==> config.mk <==
export PLATFORM = sky130hd
export DESIGN_NAME = ram8_16
export DESIGN_NICKNAME = d
export VERILOG_FILES = /design/src/rtl/ram8_16_pkg.sv /design/src/rtl/ram8_16_reg16.sv /design/src/rtl/ram8_16.sv
export SDC_FILE = /design/constraint.sdc
export NUM_CORES = 1
export LEC_CHECK = 0
export ABC_AREA = 1
export CAP_MARGIN = 15
export CORE_ASPECT_RATIO = 0.5
export CORE_MARGIN = 1
export CORE_UTILIZATION = 56
export CTS_BUF_LIST = sky130_fd_sc_hd__clkbuf_4 sky130_fd_sc_hd__clkbuf_8
export CTS_CLUSTER_DIAMETER = 60
export DETAILED_ROUTE_END_ITERATION = 6
export GPL_TIMING_DRIVEN = 0
export MAX_ROUTING_LAYER = met4
export PLACE_DENSITY_LB_ADDON = 0.05
export SKIP_CTS_REPAIR_TIMING = 1
export SYNTH_ARGS = -nofsm -noshare
export SYNTH_HDL_FRONTEND = slang
export SYNTH_SLANG_ARGS = --single-unit
==> constraint.sdc <==
create_clock -name clock -period 4.2 [get_ports clock]
set_input_delay 0.84 -clock clock [delete_from_list [all_inputs] [get_ports clock]]
set_output_delay 0.84 -clock clock [all_outputs]
set_load 0.02 [all_outputs]
==> src/rtl/ram8_16_pkg.sv <==
// ============================================================================
// Package     : ram8_16_pkg
// Description : Shared constants, FSM state encoding and the 1-to-8 demux
//               tree used by the ram8_16 word-enable decode.
// Revision    : 1.0 - initial release
// ============================================================================
`default_nettype none

package ram8_16_pkg;

    localparam int WORD_W   = 16;  // data word width
    localparam int RAM8_AW  = 3;   // address width
    localparam int RAM8_DEP = 8;   // number of words

    typedef enum logic [0:0] {
        ST_IDLE  = 1'b0,
        ST_CLEAR = 1'b1
    } state_e;

    // 1-to-8 demux built as a three-level binary tree (sel[2] first), the same
    // structure as the upstream data demux. Output bit sel_i carries bit_i.
    function automatic logic [7:0] demux8(input logic bit_i, input logic [2:0] sel_i);
        logic [1:0] l1;
        logic [3:0] l2;
        logic [7:0] l3;
        l1[0] = bit_i & ~sel_i[2];
        l1[1] = bit_i &  sel_i[2];
        for (int i = 0; i < 2; i++) begin
            l2[2*i]   = l1[i] & ~sel_i[1];
            l2[2*i+1] = l1[i] &  sel_i[1];
        end
        for (int j = 0; j < 4; j++) begin
            l3[2*j]   = l2[j] & ~sel_i[0];
            l3[2*j+1] = l2[j] &  sel_i[0];
        end
        return l3;
    endfunction

endpackage

`default_nettype wire

==> src/rtl/ram8_16_reg16.sv <==
// ============================================================================
// Module      : ram8_16_reg16
// Description : Word register with load enable and asynchronous clear.
//   clock  in   rising-edge clock
//   reset  in   asynchronous active-high reset, clears q_o
//   load_i in   capture d_i on the next rising edge
//   d_i    in   data input
//   q_o    out  stored word
// Revision    : 1.0 - initial release
// ============================================================================
`default_nettype none

module ram8_16_reg16 #(
    parameter int WIDTH = 16
) (
    input  logic             clock,
    input  logic             reset,
    input  logic             load_i,
    input  logic [WIDTH-1:0] d_i,
    output logic [WIDTH-1:0] q_o
);

    logic [WIDTH-1:0] data_q;

    always_ff @(posedge clock or posedge reset) begin
        if (reset) begin
            data_q <= '0;
        end else if (load_i) begin
            data_q <= d_i;
        end
    end

    assign q_o = data_q;

endmodule

`default_nettype wire

==> src/rtl/ram8_16.sv <==
// ============================================================================
// Module      : ram8_16
// Description : 8-word x 16-bit register memory with combinational read and
//               a one-word-per-cycle bulk-clear sequencer.
//   clock   in   single clock, all state changes on the rising edge
//   reset   in   asynchronous active-high reset, clears all words and the FSM
//   in      in   write data
//   load    in   write enable for word[address] (ignored while clearing)
//   address in   read/write word select
//   clear   in   request bulk clear (has priority over load)
//   out     out  word[address], combinational
//   busy    out  high while the clear sequence runs
// Revision    : 1.0 - initial release
// ============================================================================
`default_nettype none

module ram8_16
    import ram8_16_pkg::*;
#(
    parameter int WIDTH = WORD_W
) (
    input  logic               clock,
    input  logic               reset,
    input  logic [WIDTH-1:0]   in,
    input  logic               load,
    input  logic [RAM8_AW-1:0] address,
    input  logic               clear,
    output logic [WIDTH-1:0]   out,
    output logic               busy
);

    state_e             state_q, state_d;
    logic [RAM8_AW-1:0] ptr_q, ptr_d;
    logic [RAM8_DEP-1:0] we;
    logic [WIDTH-1:0]   wdata;
    logic [WIDTH-1:0]   word_q [RAM8_DEP];

    always_ff @(posedge clock or posedge reset) begin
        if (reset) begin
            state_q <= ST_IDLE;
            ptr_q   <= '0;
        end else begin
            state_q <= state_d;
            ptr_q   <= ptr_d;
        end
    end

    // Next state plus write-enable source selection. In IDLE the demux tree
    // is driven by the user write (masked by clear so clear wins); in CLEAR it
    // is driven by a constant 1 steered by the sweep pointer with zero data.
    always_comb begin
        state_d = state_q;
        ptr_d   = ptr_q;
        we      = '0;
        wdata   = in;
        case (state_q)
            ST_IDLE: begin
                we = demux8(load & ~clear, address);
                if (clear) begin
                    state_d = ST_CLEAR;
                    ptr_d   = '0;
                end
            end
            ST_CLEAR: begin
                we    = demux8(1'b1, ptr_q);
                wdata = '0;
                if (ptr_q == RAM8_AW'(RAM8_DEP - 1)) begin
                    state_d = ST_IDLE;
                    ptr_d   = '0;
                end else begin
                    ptr_d = ptr_q + 1'b1;
                end
            end
            default: begin
                state_d = ST_IDLE;
                ptr_d   = '0;
            end
        endcase
    end

    for (genvar i = 0; i < RAM8_DEP; i++) begin : g_word
        ram8_16_reg16 #(
            .WIDTH (WIDTH)
        ) u_reg16 (
            .clock  (clock),
            .reset  (reset),
            .load_i (we[i]),
            .d_i    (wdata),
            .q_o    (word_q[i])
        );
    end

    assign out  = word_q[address];
    assign busy = (state_q == ST_CLEAR);

endmodule

`default_nettype wire
* Word level (Yosys, flattened, before mapping) *
Cells that the tools add are included.
W data, S select, Z words.

storage, ports and cells
  flip-flop bits (word level) = 132
  bits of input ports = 23
  output and inout bits = 17
  word-level logic and storage cells = 61

cells by class
  add/sub/neg operators = 1
  $lt $le $gt $ge = 1
  eq/ne operators = 2
  multiplexer cells = 11
  bitwise logic cells = 36

operator list
  operator               count
  $bmux W16 S3           1
  $mux W16               3
  $and A1 B1 Y1          27
  $pmux W8 S2            1
  $not A1 Y1             8
  $mux W3                2
  $pmux W3 S2            1
  $ge A4 B4 Y1 const B   1
  $not A3 Y4             1
  $add A3 B1 Y3 const B  1
  $eq A3 B3 Y1 const B   1
  $mux W1                2
  $ne A2 B2 Y1 const B   1
  $pmux W1 S2            1

* Depth between registers and ports, before layout *
  word-level depth = 6
  depth in mapped cells = 9
  depth with buffers taken out = 7

* Cells and area by module *
A second synthesis with hierarchy kept.

second synthesis, totals
  cell total of the unflattened synthesis = 1059
  area, all modules = 7400.8 um^2

modules (own cells, without submodules)
  module         times used  cells each  area an instance (um^2)  seq. area each (um^2)
  ram8_16_reg16  8           69          648.1                    400.4
  ram8_16        1           507         2215.9                   100.1

* Worst setup path after synthesis *
Ideal clock, no wire load.

  kind = input port to output port
  from = in address[1]
  to = out out[0]
  arrival time = 1727 ps
  required time = 3360 ps
  slack = 1633 ps
  stages on the path = 7
  buffers on the path = 2
  cells stage by stage = buf_6 -> inv_4 -> clkbuf_1 -> o21ai_0 -> o21ai_1 -> nand2_1 -> nand2_1

between the ends
  longest elaborated chain between the ends = 4

ends and longest elaborated chain
  item                                          line           source
  start, declared                               ram8_16.sv:26  input logic [RAM8_AW-1:0] address,
  $not A3 Y4 (implied by the code)              ram8_16.sv:93  assign out = word_q[address];
  $bmux W16 S3                                  ram8_16.sv:93
  $mux W16 (implied by the code) (2 in series)  ram8_16.sv:93
  end, declared                                 ram8_16.sv:28  output logic [WIDTH-1:0] out,

No other way between the ends. The select of a mux whose other input is x is not followed.

* Worst setup path after layout *
  from = in address[0]
  to = out out[0]

The elaborated chain is that of the path after synthesis.

==> flow_metrics.tcl <==
set metrics [dict create \
    clk_pin_slew_ns 0.07 \
    cts_buffers 17 \
    synthDistinctLibCells 23 \
    synth.net_count 969 \
    post-route-period-util_pct 97.2 \
    nets 1012 \
    worstMarginPinSlew_ns 0.730 \
    drc 0 \
    muxShareOfSynthArea_pct 0 \
    critPathMaxStageDelay_ns 0.61 \
    grt_overflow 0 \
    io_pins 40 \
    synth_top_family_by_area "simple AND/OR/NAND/NOR gates" \
    timing.rr.start "ptr_q[2]$_DFFE_PP0P_" \
    cp-end-kind "output port" \
    core.rowCount 28 \
    syn_inst 944 \
    synth.most_common_cell "nand2_1" \
    total_power_w 0.00394 \
    p_sw_share_pct 39.7 \
    slew_viol_final 0 \
    ys_seq_area_share_pct 46.0 \
    hold_class "reg -> reg" \
    place_area_sq_um 7660 \
    synth_top_area_cell "dfrtp_1" \
    max_freq_mhz 245 \
    vias_per_cell 6.26 \
    seq_power_share_pct 40.2 \
    final_hold_viol_count 0 \
    routed-via-count 7283 \
    status "finished clean" \
    cp_common_cell "nand2_1" \
    dp_hpwl_um 17200 \
    worstRegToRegCells 7 \
    p_switching_w 0.00156 \
    cp.depth 11 \
    min_path_cells 2 \
    start_util_pct 59.0 \
    drv_cap 0 \
    synthAdderAreaFrac_pct 0.349 \
    required_ns 3.36 \
    layout-drive-gt1-share_pct 12.9 \
    syn_area_per_cell_sq_um 7.60 \
    setup.worst_path.start "address[0]" \
    die_h_um 82.0 \
    fillerInstances 1086 \
    antenna_left 0 \
    slew_headroom_pct 51.4 \
    tns_ns 0 \
    cp-start-kind "primary input" \
    first_pass_iters 5 \
    hp-start "g_word[4].u_reg16.q_o[10]$_DFFE_PP0P_" \
    yosys_warnings 0 \
    critPathMaxFanout 10 \
    antenna_found_initial 0 \
    gp_congestion 0.919 \
    synth_area_sq_um 7180 \
    grt_first_pass_wirelength_um 36800 \
    grt_max_degree 42 \
    synth_top_flop_cell "dfrtp_1" \
    synthArstFlopShare_pct 100 \
    ys_ff_latch 132 \
    synth_common_cells "nand2_1, dfrtp_1, nand3_1, nand4_1, buf_2" \
    fin_worst_skew_ns 0.00684 \
    core-area_sq_um 12200 \
    leakage_nw 4.21 \
    setup_viol 0 \
    grt_setup_unrepaired "false" \
    die-area_sq_um 13300 \
    cts_buffer_depth 2 \
    design_area_sq_um 8050 \
    crit_chain "clkdlybuf4s50_1, inv_1, buf_4, buf_2, nand2_1, nand2_1, nand2_1, o21ai_1, nand2_1, nand2_1, clkdlybuf4s50_1" \
    cts_tree "built" \
    power_frac_comb_pct 31.3 \
    htreeDepth 4 \
    diodes 0 \
    min_period_ns 4.08 \
    clkPwrFrac_pct 28.5 \
    p_int_w 0.00237 \
    wl_um 24100 \
    drtIter0Drc 1147 \
    synthSimpleGateAreaFrac_pct 41.5 \
    netlist.area_leader.share_pct 46.0 \
    synth.area.top_cells "dfrtp_1, nand2_1, nand4_1" \
    cts-root-buf "clkbuf_8" \
    synthXorXnorAreaFrac_pct 0 \
    cts.sinks 132 \
    timing.rr.end "g_word[2].u_reg16.q_o[4]$_DFFE_PP0P_" \
    wl_per_cell_um 20.7 \
    max-vdd-ir-drop_v 0.000237 \
    area_growth_pct 12.2 \
    path_delay_family "buffers and inverters" \
    grt_pass1_vias 6632 \
    r2r_setup_slack_ns 2.58 \
    grtUsageTotal_pct 38.9 \
    worstSetupPathType "in -> out" \
    die_w_um 162 \
    clock_latency_ns 0.45 \
    power_density_nw_per_um2 489 \
    synth_compound_area_share_pct 4.76 \
    worstHoldEndpoint "g_word[4].u_reg16.q_o[10]$_DFFE_PP0P_" \
    port-buffer-count 21 \
    slowest_stage "clkdlybuf4s50_1" \
    cp.arrival_ns 3.24 \
    cp_num_buf_inv 5 \
    synth_edf_count 0 \
]
routing by layer:
| metal | global-route usage (%) | vias to the layer above | routed length (um) |
|---|---|---|---|
| met5 | - | - | 0 |
| met1 | 53.5 | 3472 | 10300 |
| met4 | 12.2 | 0 | 468 |
| li1 | - | 3306 | - |
| met2 | 56.1 | 454 | 10300 |
| met3 | 10.1 | 51 | 3040 |
final cells by class:
class | count | area [sq um] | share of cell area, %
sequential | 132 | 3300 | 41.0
clock buffer | 17 | 234 | 2.91
clock inverter | 13 | 161 | 2.00
tap | 165 | 206 | 2.56
buffer | 98 | 490 | 6.09
inverter | 10 | 43.8 | 0.544
timing repair buffer | 24 | 270 | 3.36
multi-input combinational | 704 | 3340 | 41.5
worst min-delay path, stage by stage (launching register included):
cell     delay [ns]
dfrtp_1        0.34
nand3_1        0.07
nand2_1        0.05
sequential cells by signal, indices dropped and copies added (netlist names):
register,count
ptr_q,3
g_word.u_reg16.q_o,128
busy,1
worst max path at each step:
stage | endpoint
after floorplan | out[0]
after global placement | out[9]
after detailed placement | out[9]
after CTS | out[9]
after global routing | out[9]
final | out[0]
cells by family (layout without fill, tap and decap cells):
kind of cell,after synthesis,count (layout)
buffers and inverters,108,162
AO/OA/AOI/OAI,68,68
AND/OR/NAND/NOR,634,634
flip-flops,132,132
adder cells (fa/ha/maj),2,2
power by group through the flow:
stage | clock [W] | sequential (W) | combinational [W]
2_1_floorplan | 0 | 0.00157 | 0.000804
3_3_place_gp | 0 | 0.00159 | 0.00116
3_5_place_dp | 0 | 0.00160 | 0.00119
4_1_cts | 0.00112 | 0.00158 | 0.00119
5_1_grt | 0.00117 | 0.00160 | 0.00134
6_report | 0.00112 | 0.00158 | 0.00123
metrics by stage:
stage	worst slack (ns)	instances	utilization (%)	hold slack, ns
final	0.117	1163	66.2	0.500
after global routing	0.0231	1163	66.2	0.524
after CTS	0.235	1163	66.2	0.499
after detailed placement	0.236	1133	63.0	0.481
after global placement	0.229	1130	62.5	0.476
after floorplan	1.63	944	-	0.463
cell usage in the layout (no fill, tap or decap):
| master | count |
|---|---|
| inv_4 | 1 |
| buf_2 | 59 |
| buf_12 | 3 |
| nand3_2 | 5 |
| o21ai_1 | 30 |
| o22ai_1 | 1 |
| clkinv_4 | 2 |
| nor2_2 | 1 |
| clkbuf_1 | 24 |
| clkinvlp_4 | 5 |
| nand2_2 | 9 |
| clkbuf_8 | 17 |
| bufinv_16 | 3 |
| inv_1 | 6 |
| a21oi_1 | 1 |
| nand2_1 | 315 |
| dfrtp_1 | 132 |
| o21ai_0 | 36 |
| inv_6 | 1 |
| inv_2 | 2 |
| nor2_1 | 41 |
| buf_4 | 9 |
| nand3_4 | 1 |
| buf_1 | 4 |
| clkinv_2 | 3 |
| nand4_1 | 128 |
| clkdlybuf4s50_1 | 21 |
| buf_6 | 2 |
| nand3_1 | 128 |
| nor2_4 | 6 |
| ha_1 | 2 |
Power figures use the tool's default switching activity.
